<file path="src/rtl/led_code_decoder_if.sv">
// rtl/led_code_decoder_if.sv - pixel code input and LED matrix drive bundle
// for led_code_decoder.
interface led_code_decoder_if;
  logic [9:0]  code;
  logic [15:0] row;
  logic [7:0]  col;
  logic [2:0]  ball_x;
  logic [3:0]  ball_y;
  logic        ball_valid;

  modport master (
    output code,
    input  row, col, ball_x, ball_y, ball_valid
  );

  modport slave (
    input  code,
    output row, col, ball_x, ball_y, ball_valid
  );
endinterface

</file>
<file path="src/rtl/led_code_decoder.sv">
// rtl/led_code_decoder.sv - double-buffered 16x8 bar/ball pixel frame decoder
// with row-scanned LED output; optional ball blink via LED_CODE_DECODER_BLINK_EN.
module led_code_decoder #(
  parameter logic [21:0] FRAME_LEN = 22'd256128,
  parameter logic [15:0] SCAN_DIV  = 16'd5000
) (
  input logic             clk,
  input logic             rst_n,
  led_code_decoder_if.slave bus
);

  logic [9:0]       code_q;
  logic [21:0]      frame_cnt;
  logic [15:0]      scan_cnt;
  logic [3:0]       row_idx;
  logic [3:0]       row_nxt;
  logic             swap;
  logic             scan_wrap;
  logic             wr_ball;
  logic [15:0][7:0] bar_back;
  logic [15:0][7:0] ball_back;
  logic [15:0][7:0] bar_disp;
  logic [15:0][7:0] ball_disp;
  logic [15:0][7:0] bar_set;
  logic [15:0][7:0] ball_set;
  logic [2:0]       trk_x;
  logic [3:0]       trk_y;
  logic             trk_seen;
  logic [15:0]      row_q;
  logic [7:0]       col_q;
  logic [2:0]       ball_x_q;
  logic [3:0]       ball_y_q;
  logic             ball_valid_q;
  logic [7:0]       ball_term;
  logic             unused_code_bit;

  assign unused_code_bit = code_q[7];

  always_comb begin
    swap      = (frame_cnt == FRAME_LEN - 22'd1);
    scan_wrap = (scan_cnt == SCAN_DIV - 16'd1);
    row_nxt   = scan_wrap ? row_idx + 4'd1 : row_idx;
    wr_ball   = code_q[8];
    bar_set   = '0;
    ball_set  = '0;
    if (code_q[9]) bar_set[code_q[6:3]][code_q[2:0]] = 1'b1;
    if (code_q[8]) ball_set[code_q[6:3]][code_q[2:0]] = 1'b1;
  end

`ifdef LED_CODE_DECODER_BLINK_EN
  logic blink;

  always_ff @(posedge clk or negedge rst_n) begin
    if (!rst_n) begin
      blink <= 1'b0;
    end else if (swap) begin
      blink <= ~blink;
    end
  end

  assign ball_term = ball_disp[row_idx] & {8{blink}};
`else
  assign ball_term = ball_disp[row_idx];
`endif

  always_ff @(posedge clk or negedge rst_n) begin
    if (!rst_n) begin
      code_q    <= '0;
      frame_cnt <= '0;
      scan_cnt  <= '0;
      row_idx   <= '0;
    end else begin
      code_q    <= bus.code;
      frame_cnt <= swap ? 22'd0 : frame_cnt + 22'd1;
      scan_cnt  <= scan_wrap ? 16'd0 : scan_cnt + 16'd1;
      row_idx   <= row_nxt;
    end
  end

  // A write landing on the swap cycle seeds the freshly cleared back planes.
  always_ff @(posedge clk or negedge rst_n) begin
    if (!rst_n) begin
      bar_back  <= '0;
      ball_back <= '0;
      bar_disp  <= '0;
      ball_disp <= '0;
    end else if (swap) begin
      bar_disp  <= bar_back;
      ball_disp <= ball_back;
      bar_back  <= bar_set;
      ball_back <= ball_set;
    end else begin
      bar_back  <= bar_back | bar_set;
      ball_back <= ball_back | ball_set;
    end
  end

  always_ff @(posedge clk or negedge rst_n) begin
    if (!rst_n) begin
      trk_x        <= '0;
      trk_y        <= '0;
      trk_seen     <= 1'b0;
      ball_x_q     <= '0;
      ball_y_q     <= '0;
      ball_valid_q <= 1'b0;
    end else begin
      if (swap) begin
        trk_seen     <= wr_ball;
        trk_x        <= wr_ball ? code_q[2:0] : 3'd0;
        trk_y        <= wr_ball ? code_q[6:3] : 4'd0;
        ball_valid_q <= trk_seen;
        if (trk_seen) begin
          ball_x_q <= trk_x;
          ball_y_q <= trk_y;
        end
      end else if (wr_ball) begin
        trk_seen <= 1'b1;
        trk_x    <= code_q[2:0];
        trk_y    <= code_q[6:3];
      end
    end
  end

  // row_q tracks the index being loaded so it is one-hot of row_idx at all times.
  always_ff @(posedge clk or negedge rst_n) begin
    if (!rst_n) begin
      row_q <= '0;
      col_q <= '0;
    end else begin
      row_q <= 16'h0001 << row_nxt;
      col_q <= bar_disp[row_idx] | ball_term;
    end
  end

  assign bus.row        = row_q;
  assign bus.col        = col_q;
  assign bus.ball_x     = ball_x_q;
  assign bus.ball_y     = ball_y_q;
  assign bus.ball_valid = ball_valid_q;

endmodule

</file>
<file path="src/flat_wrapper.sv">
// flat-port wrapper written by rule: the top's interface ports become plain ports
module led_code_decoder_flat 
#(
  parameter logic [21:0] FRAME_LEN = 22'd256128,
  parameter logic [15:0] SCAN_DIV  = 16'd5000
)
  (clk, rst_n, bus_code, bus_row, bus_col, bus_ball_x, bus_ball_y, bus_ball_valid);
  led_code_decoder_if bus_i ();
  input logic clk;
  input logic rst_n;
  input wire logic [$bits(bus_i.code)-1:0] bus_code;
  output wire logic [$bits(bus_i.row)-1:0] bus_row;
  output wire logic [$bits(bus_i.col)-1:0] bus_col;
  output wire logic [$bits(bus_i.ball_x)-1:0] bus_ball_x;
  output wire logic [$bits(bus_i.ball_y)-1:0] bus_ball_y;
  output wire logic [$bits(bus_i.ball_valid)-1:0] bus_ball_valid;
  assign bus_i.code = bus_code;
  assign bus_row = bus_i.row;
  assign bus_col = bus_i.col;
  assign bus_ball_x = bus_i.ball_x;
  assign bus_ball_y = bus_i.ball_y;
  assign bus_ball_valid = bus_i.ball_valid;
  led_code_decoder #(.FRAME_LEN(FRAME_LEN), .SCAN_DIV(SCAN_DIV)) u_core (.clk(clk), .rst_n(rst_n), .bus(bus_i));
endmodule
</file>
<file path="config.mk">
export PLATFORM = sky130hd
export DESIGN_NAME = led_code_decoder_flat
export DESIGN_NICKNAME = d
export VERILOG_FILES = /design/src/rtl/led_code_decoder_if.sv /design/src/rtl/led_code_decoder.sv /design/src/flat_wrapper.sv
export SDC_FILE = /design/constraint.sdc
export NUM_CORES = 1
export LEC_CHECK = 0
export CORE_ASPECT_RATIO = 0.5
export CORE_MARGIN = 5
export CORE_UTILIZATION = 52
export DETAILED_ROUTE_END_ITERATION = 8
export GPL_ROUTABILITY_DRIVEN = 0
export PLACE_DENSITY = 0.77
export SYNTH_ARGS = -nofsm -noshare
export SYNTH_HDL_FRONTEND = slang
export SYNTH_SLANG_ARGS = --single-unit
</file>
<file path="constraint.sdc">
create_clock -name clk -period 4.4 [get_ports clk]
set_clock_uncertainty 0.1 [all_clocks]
set_input_delay 0.44 -clock clk [delete_from_list [all_inputs] [get_ports clk]]
set_output_delay 0.44 -clock clk [all_outputs]
set_load 0.03 [all_outputs]
</file>
==> impl_table.tex <==
\begin{tabular}{lr}
\hline
Metric & Value \\
\hline
\multicolumn{2}{l}{\textbf{Global routing}} \\
\quad Global-route wire length before repair & between 80000 and 90000 microns \\
\quad Final global-route overflow total & 0 \\
\quad Vias in the first global route & about 15000 \\
\quad Number of antenna violations at the first check in global routing & 0 \\
\quad Tot GR Track Use & 0.2094 \\
\quad Largest net degree at the start of global routing & roughly 110 \\
\multicolumn{2}{l}{\textbf{Synthesis}} \\
\quad EDFF count, synth & 0 \\
\quad Yosys warning total & 0 \\
\quad Avg Synthesized Cell Area & approximately 14 sq um \\
\quad Leading cell types by total area after synthesis & sky130\_fd\_sc\_hd\_\_dfrtp\_1, sky130\_fd\_sc\_hd\_\_mux2\_2, sky130\_fd\_sc\_hd\_\_a22o\_1 \\
\quad Biggest area consumer among synthesized cells & sky130\_fd\_sc\_hd\_\_dfrtp\_1 \\
\quad Number of standard cells after synthesis & 1753 \\
\quad Share of synthesized registers carrying an async set or reset & 1.000 \\
\quad Total standard cell area after synthesis & 24070 sq um \\
\quad Area share of the largest cell type after synthesis & 0.6270 \\
\quad Nets in the synthesized netlist & between 1500 and 2000 \\
\quad Register bit count reported by yosys & 603 \\
\quad Primary FF master, synth & sky130\_fd\_sc\_hd\_\_dfrtp\_1 \\
\quad Proportion of synthesized chip area in sequential cells & 0.6270 \\
\quad Synth unique cells & 52 \\
\multicolumn{2}{l}{\textbf{STA}} \\
\quad Peak clock frequency supported by timing & 324.3 MHz \\
\quad Final max-slew violation count & 0 \\
\quad Shortest clock period the worst path allows after layout & 3.083 ns \\
\quad Relative slew slack & 0.2602 \\
\quad Ratio of final minimum period to clock period & 0.7008 \\
\quad Final hold violation count & 0 \\
\quad Worst path setup slack after routing & roughly 1.3 ns \\
\quad Final setup TNS & 0 ns \\
\quad Number of failing setup endpoints in the final timing report & 0 \\
\quad RSZ-0062 raised after global routing & false \\
\quad Worst Tran Pin Value & 1.109 ns \\
\multicolumn{2}{l}{\textbf{Die}} \\
\quad Die outline height & roughly 160 microns \\
\quad Die width & 314.2 microns \\
\quad Area of the core & 45490 sq um \\
\quad Effective utilization at floorplan & 0.5291 \\
\quad Number of placement rows & 55 \\
\quad Number of top-level design ports & 44 \\
\quad Die footprint & about 51000 sq um \\
\multicolumn{2}{l}{\textbf{Detailed routing}} \\
\quad Number of design-rule violations left by the first detailed-router iteration & 1246 \\
\quad DR vias & 14770 \\
\quad Aggregate routed wire length & 52880 microns \\
\quad \# DRC & 0 \\
\quad Vias per cell & about 6.1 \\
\quad Antenna violation net count after detailed routing & 0 \\
\quad Router iterations before antenna repair & 5 \\
\quad Average detailed-routed wire length per instance & 21.80 microns \\
\multicolumn{2}{l}{\textbf{Worst hold path}} \\
\quad Type of the most critical hold path & in2reg \\
\multicolumn{2}{l}{\textbf{Critical path}} \\
\quad Slowest CP cell & sky130\_fd\_sc\_hd\_\_nor3\_4 \\
\quad Category of the worst setup path capture point & flop \\
\quad CP peak stage delay & 0.73 ns \\
\quad Worst-path cell chain & and3\_1 -> nand3\_1 -> nor3\_4 -> buf\_12 -> mux2\_2 \\
\quad Startpoint class of the critical path & flop \\
\quad Endpoint arrival time on the critical path & 3.44 ns \\
\quad Setup Crit Path Kind & reg2reg \\
\quad Req. time, crit path & 4.76 ns \\
\quad Largest fanout of any net on the critical path & 95 \\
\multicolumn{2}{l}{\textbf{Place}} \\
\quad DP Wirelength & 30410 microns \\
\quad Post-placement setup slack & between 1 and 1.5 ns \\
\quad IO Port Bufs & between 40 and 50 \\
\quad Cell count after placement & 2331 \\
\multicolumn{2}{l}{\textbf{Clocking}} \\
\quad Register clock-pin slew on the reported worst setup and hold paths & 0.07 ns \\
\quad Clock latency reported for the late side of the worst-skew pair & 0.58 ns \\
\quad Htree depth & 2 \\
\quad Buffers inserted by post-CTS timing repair & 0 \\
\quad Master cell of the clock root buffer & sky130\_fd\_sc\_hd\_\_clkbuf\_16 \\
\quad Bufs on Longest Clock Path & 3 \\
\quad CTS tree & done \\
\quad Clk sinks & 603 \\
\quad Number of buffers created by CTS & 52 \\
\multicolumn{2}{l}{\textbf{Finish}} \\
\quad Area growth from synthesis to layout & 11.57\% \\
\quad Layout Nets & 1774 \\
\quad Area of the multi-input gates & 8339 sq um \\
\quad Filler Cells Inserted & 3443 \\
\quad Sequential cell area & 15090 sq um \\
\quad Share of cells above drive strength 1 & 0.2425 \\
\quad Final Non-Filler Cells & 2425 \\
\quad Antenna cells & 0 \\
\multicolumn{2}{l}{\textbf{Power}} \\
\quad Overall Power & 0.01126 W \\
\quad Power per standard cell area & 419.5 nW/um\^{}2 \\
\quad IR Drop Worst-Case VDD & 0.2563 mV \\
\quad Static Leakage & 12.50 nW \\
\multicolumn{2}{l}{\textbf{Run status}} \\
\quad Status & completed \\
\multicolumn{2}{l}{\textbf{Run}} \\
\quad Number of maximum-capacitance violations & 0 \\
\hline
\end{tabular}
cell usage in the layout (no fill, tap or decap), types with 17 or more instances in the layout:
master                              n
sky130_fd_sc_hd__nor3_1            44
sky130_fd_sc_hd__nand3_1           26
sky130_fd_sc_hd__a211oi_1          17
sky130_fd_sc_hd__nor2_1            97
sky130_fd_sc_hd__nand2b_1          20
sky130_fd_sc_hd__nand2_1           40
sky130_fd_sc_hd__a21oi_1           37
sky130_fd_sc_hd__dfrtp_1          601
sky130_fd_sc_hd__o2bb2ai_1         32
sky130_fd_sc_hd__a22o_1           224
sky130_fd_sc_hd__o21ai_0           21
sky130_fd_sc_hd__mux2_2           263
sky130_fd_sc_hd__clkdlybuf4s50_1   41
sky130_fd_sc_hd__buf_4             30
sky130_fd_sc_hd__clkbuf_16         53
routing by layer:
metal / global-route usage / part of all wire / up-vias
met3: 0.04182 / 0.061 / 92
li1: - / - / 6453
met5: 0 / 0 / -
met1: 0.2976 / 0.45 / 7800
met2: 0.3328 / 0.46 / 428
met4: 0.06147 / 0.028 / 0
cells by family after synthesis:
| kind of cell | Yosys count | share of synthesized area |
|---|---|---|
| XOR/XNOR | 29 | 0.01055 |
| AO/OA/AOI/OAI | 377 | 0.1271 |
| buffers and inverters | 137 | 0.03187 |
| flip-flops | 603 | 0.6270 |
| AND/OR/NAND/NOR | 327 | 0.06884 |
| adder cells (fa/ha/maj) | 3 | 0.001560 |
| multiplexers | 277 | 0.1330 |
cell usage after synthesis, types with 4 or more instances:
library cell / n
sky130_fd_sc_hd__a211o_1: 9
sky130_fd_sc_hd__a211oi_1: 17
sky130_fd_sc_hd__a21oi_1: 37
sky130_fd_sc_hd__a221oi_1: 8
sky130_fd_sc_hd__a22o_1: 224
sky130_fd_sc_hd__a32o_1: 8
sky130_fd_sc_hd__and2_1: 6
sky130_fd_sc_hd__and3_1: 10
sky130_fd_sc_hd__and4_1: 8
sky130_fd_sc_hd__buf_1: 10
sky130_fd_sc_hd__buf_2: 16
sky130_fd_sc_hd__buf_4: 24
sky130_fd_sc_hd__buf_6: 19
sky130_fd_sc_hd__clkbuf_1: 62
sky130_fd_sc_hd__dfrtp_1: 603
sky130_fd_sc_hd__inv_1: 6
sky130_fd_sc_hd__mux2_2: 263
sky130_fd_sc_hd__mux2i_1: 6
sky130_fd_sc_hd__mux4_2: 8
sky130_fd_sc_hd__nand2_1: 40
sky130_fd_sc_hd__nand2b_1: 20
sky130_fd_sc_hd__nand3_1: 26
sky130_fd_sc_hd__nand4_1: 11
sky130_fd_sc_hd__nor2_1: 112
sky130_fd_sc_hd__nor2b_1: 9
sky130_fd_sc_hd__nor3_1: 54
sky130_fd_sc_hd__nor4_1: 5
sky130_fd_sc_hd__o21ai_0: 21
sky130_fd_sc_hd__o2bb2ai_1: 32
sky130_fd_sc_hd__o311ai_0: 8
sky130_fd_sc_hd__o31ai_1: 4
sky130_fd_sc_hd__or3_1: 4
sky130_fd_sc_hd__or3b_2: 8
sky130_fd_sc_hd__xnor2_1: 16
sky130_fd_sc_hd__xor2_1: 13
per-stage QoR:
stage | utilization | instance area, sq um | hold WS (ns)
3_3_place_gp | 0.5516 | 25090 | 0.3372
6_report | 0.5903 | 26850 | 0.1973
2_1_floorplan | - | 24070 | 0.04441
3_5_place_dp | 0.5516 | 25090 | 0.3618
4_1_cts | 0.5903 | 26850 | 0.1741
5_1_grt | 0.5903 | 26850 | 0.1811
area by class of cell:
class / instances / area share
Inverter: 6 / 0.0008388
Sequential cell: 603 / 0.5622
Clock inverter: 18 / 0.008528
Timing Repair Buffer: 83 / 0.03206
Tap cell: 627 / 0.02922
Multi-Input combinational cell: 1013 / 0.3106
Clock buffer: 75 / 0.05657
power by group:
| group | switching, W | internal, W | leakage (nW) |
|---|---|---|---|
| registers | 0.000185 | 0.00586 | 8.16 |
| logic | 0.000266 | 0.000271 | 3.47 |
| clock network | 0.00199 | 0.00269 | 0.866 |
| total | 0.00245 | 0.00882 | 12.5 |
what timing repair did:
item / in CTS / in global routing
hold buffers: 1 / 0
hold endpoints to repair: 100 / 0
resized for setup: 0 / 0
registers in the layout (all words and copies together), names as in the netlist, 8 cells and up:
register and cells:
u_core.frame_cnt 22, u_core.scan_cnt 16, u_core.ball_disp 128, u_core.code_q 9
u_core.bus.col 8, u_core.ball_back 128, u_core.bar_disp 128, u_core.bus.row 16
u_core.bar_back 128
final timing paths:
check,startpoint,to,slack (ns),depth (start not counted)
max in group asynchronous,rst_n,u_core.frame_cnt[6]$_DFF_PN0_,2.74,3
worst min-delay path,bus_code[8],u_core.code_q[8]$_DFF_PN0_,0.20,1
min in group asynchronous,rst_n,u_core.ball_disp[95]$_DFFE_PN0P_,0.43,2
worst max-delay path,u_core.frame_cnt[2]$_DFF_PN0_,u_core.bar_disp[44]$_DFFE_PN0P_,1.32,5
worst min register to register,u_core.frame_cnt[0]$_DFF_PN0_,u_core.frame_cnt[0]$_DFF_PN0_,0.37,1
worst max register to register,u_core.frame_cnt[2]$_DFF_PN0_,u_core.bar_disp[44]$_DFFE_PN0P_,1.32,5
critical path: cells and delay by family (launching register included):
kind / cells / cell delay [ns]
AND/OR/NAND/NOR: 3 / 1.43
buffers and inverters: 1 / 0.44
multiplexers: 1 / 0.41
flip-flops: 1 / 0.40
No activity file was read; power rests on OpenSTA's default activity.
==> RTL change: new RTL, config.mk and constraints unchanged <==
Add a define of `LED_CODE_DECODER_BLINK_EN`.
--- a/src/rtl/led_code_decoder.sv
+++ b/src/rtl/led_code_decoder.sv
@@ -1,5 +1,7 @@
 // rtl/led_code_decoder.sv - double-buffered 16x8 bar/ball pixel frame decoder
 // with row-scanned LED output; optional ball blink via LED_CODE_DECODER_BLINK_EN.
+`define LED_CODE_DECODER_BLINK_EN
+
 module led_code_decoder #(
   parameter logic [21:0] FRAME_LEN = 22'd256128,
   parameter logic [15:0] SCAN_DIV  = 16'd5000
Function: no difference found for any inputs over 10 cycles, from zero or initial values and one cycle with rst_n low; that may be too few to reach the edited logic, so the function may still have changed.
==> RTL change against the unedited design <==
- total power up 0.35%
- synthesized area increased by 1.6%
- synthesized cell count increased by 29%
- highest routed layer unchanged
- non-clock buffer count up 2
- first-iteration DRC count rose by 38%
- final area rose by 2.0%
- worst setup slack worse by 0.028 ns
- wire length grew 7.8%
- sequential cell count rose by 1
- sequential share of layout area fell by 0.98 points
- via count grew 15%
- count of clock-buffer cells in the layout up 5
==> RTL change: results (changes against the unedited design) <==
outcome=complete, no violations; most frequent cells after synthesis=nand2_1, dfrtp_1, a22o_1; P_leak=13.5 nW (+7.8%); Hold Crit Depth=1 (unchanged); worst r2r src=u_core.frame_cnt[9]$_DFF_PN0_; Clock Latency Late Sink=0.59 ns; largest net degree at the start of global routing=168 (+51%); WHS Endpoint=u_core.code_q[5]$_DFF_PN0_; Clock transition at path regs=0.07 ns (about the same); CTS buffer count=52 (unchanged); Top FF cell, synth=dfrtp_1; Reg2Reg Depth=6 (+1); vias per std cell=5.82 (-4.5%); hold path startpoint=bus_code[5]; critical path arrival=3.45 ns (about the same); critical path fanouts, max=167 (+76%); setup slack, reg-to-reg=1.29 ns (-0.03 ns); initial antenna violation count=0 (unchanged); sequential share of the synthesized area=61.8% (-0.90 points); worst slew pin tran=1.17 ns (+0.0642 ns); CP max stage delay=0.64 ns (-0.09 ns); R2R Path End=u_core.bar_back[103]$_DFF_PN0_; setup bufs post-CTS=0 (unchanged); Pre-antenna DRT Iters=8 (+3); DP Wirelength=32700 um (+7.6%); GRT Total Usage=22.4% (+1.5 points); slowest cell on the critical path=nand4_1; port bufs=42 (unchanged); ant diodes=0 (unchanged); VDD IR max=0.248 mV (-3.1%); clk root buf=clkbuf_16; largest cells by area after synthesis=dfrtp_1, nand2_1, a22o_1, mux4_2, clkbuf_1; Synth cell types=52 (unchanged); drt total wl=57000 um (+7.8%); clk buf depth=3 (unchanged); number of global-route vias before repair=16801 (+9.8%); 1st-iter DRT viols=1721 (+38%); syn_nets=2268 (+28%); CP delay by family, top=simple AND/OR/NAND/NOR gates; layout cells sized above 1=9.98% (-14 points); yosys warns=0 (unchanged); P_sw=2.48 mW (+1.4%); dpl ws=1.43 ns (+0.0749 ns); global-route wire length before repair=92500 um (+7.5%); Hold Crit Class=primary input to flip-flop; H-Tree Depth=2 (unchanged); asr flop ratio synth=100% (unchanged)
RTL change: logic make-up after synthesis:
| group | synth area share [%] |
|---|---|
| AOI/OAI and AO/OA | 10.6 |
| adders and majority gates | 0.153 |
| DFF | 61.8 |
| xor gates and xnor gates | 1.32 |
| buffers and inverters | 2.72 |
| and+or+nand+nor | 17.5 |
| muxes | 5.93 |
RTL change: power groups by stage:
| stage | combinational (mW) | clock (mW) | sequential, mW |
|---|---|---|---|
| after floorplan | 0.330 | 0 | 6.09 |
| after CTS | 0.538 | 4.78 | 6.06 |
| after detailed placement | 0.533 | 0 | 6.16 |
| after global placement | 0.511 | 0 | 6.14 |
| after global routing | 0.592 | 5.01 | 6.09 |
| final | 0.528 | 4.71 | 6.07 |
RTL change: repair_timing:
action                    CTS  global route
hold buffers                1             0
resized for setup           0             0
hold endpoints to repair  111             0
RTL change: per-layer routing:
layer	GRT usage (%)	part of all wire [%]
met5	0	0
met4	6.29	2.3
met3	4.13	7.2
met2	35.2	46
met1	32.7	44
RTL change: how the worst max path moves through the flow:
stage,start,end,slack (ns),cells after the start
2_1_floorplan,u_core.scan_cnt[13]$_DFF_PN0_,u_core.bus.row[13]$_DFF_PN0_,1.97,6
3_3_place_gp,u_core.frame_cnt[9]$_DFF_PN0_,u_core.bar_back[23]$_DFF_PN0_,1.42,6
3_5_place_dp,u_core.frame_cnt[9]$_DFF_PN0_,u_core.bar_back[103]$_DFF_PN0_,1.43,6
4_1_cts,u_core.frame_cnt[9]$_DFF_PN0_,u_core.bar_back[7]$_DFF_PN0_,1.36,6
5_1_grt,u_core.frame_cnt[9]$_DFF_PN0_,u_core.bar_back[7]$_DFF_PN0_,1.09,6
6_report,u_core.frame_cnt[9]$_DFF_PN0_,u_core.bar_back[103]$_DFF_PN0_,1.29,6
RTL change: cell type report:
cell class / instances / area [um2]
sequential: 604 / 15100
clock inverter: 13 / 170
inverter: 7 / 27.5
tap: 638 / 798
clock buffer: 80 / 1580
timing repair buffer: 85 / 888
fill: 3712 / 19300
multi-input combinational: 1486 / 8790
RTL change: per-stage QoR:
stage	instances	util [%]	hold slack, ns	cell area, um2	total power, mW
final	2913	58.7	0.192	27400	11.3
after global routing	2913	58.7	0.168	27400	11.7
after CTS	2913	58.7	0.170	27400	11.4
after detailed placement	2819	54.9	0.350	25600	6.69
after global placement	2819	54.9	0.344	25600	6.65
after floorplan	2253	-	0.0444	24500	6.42
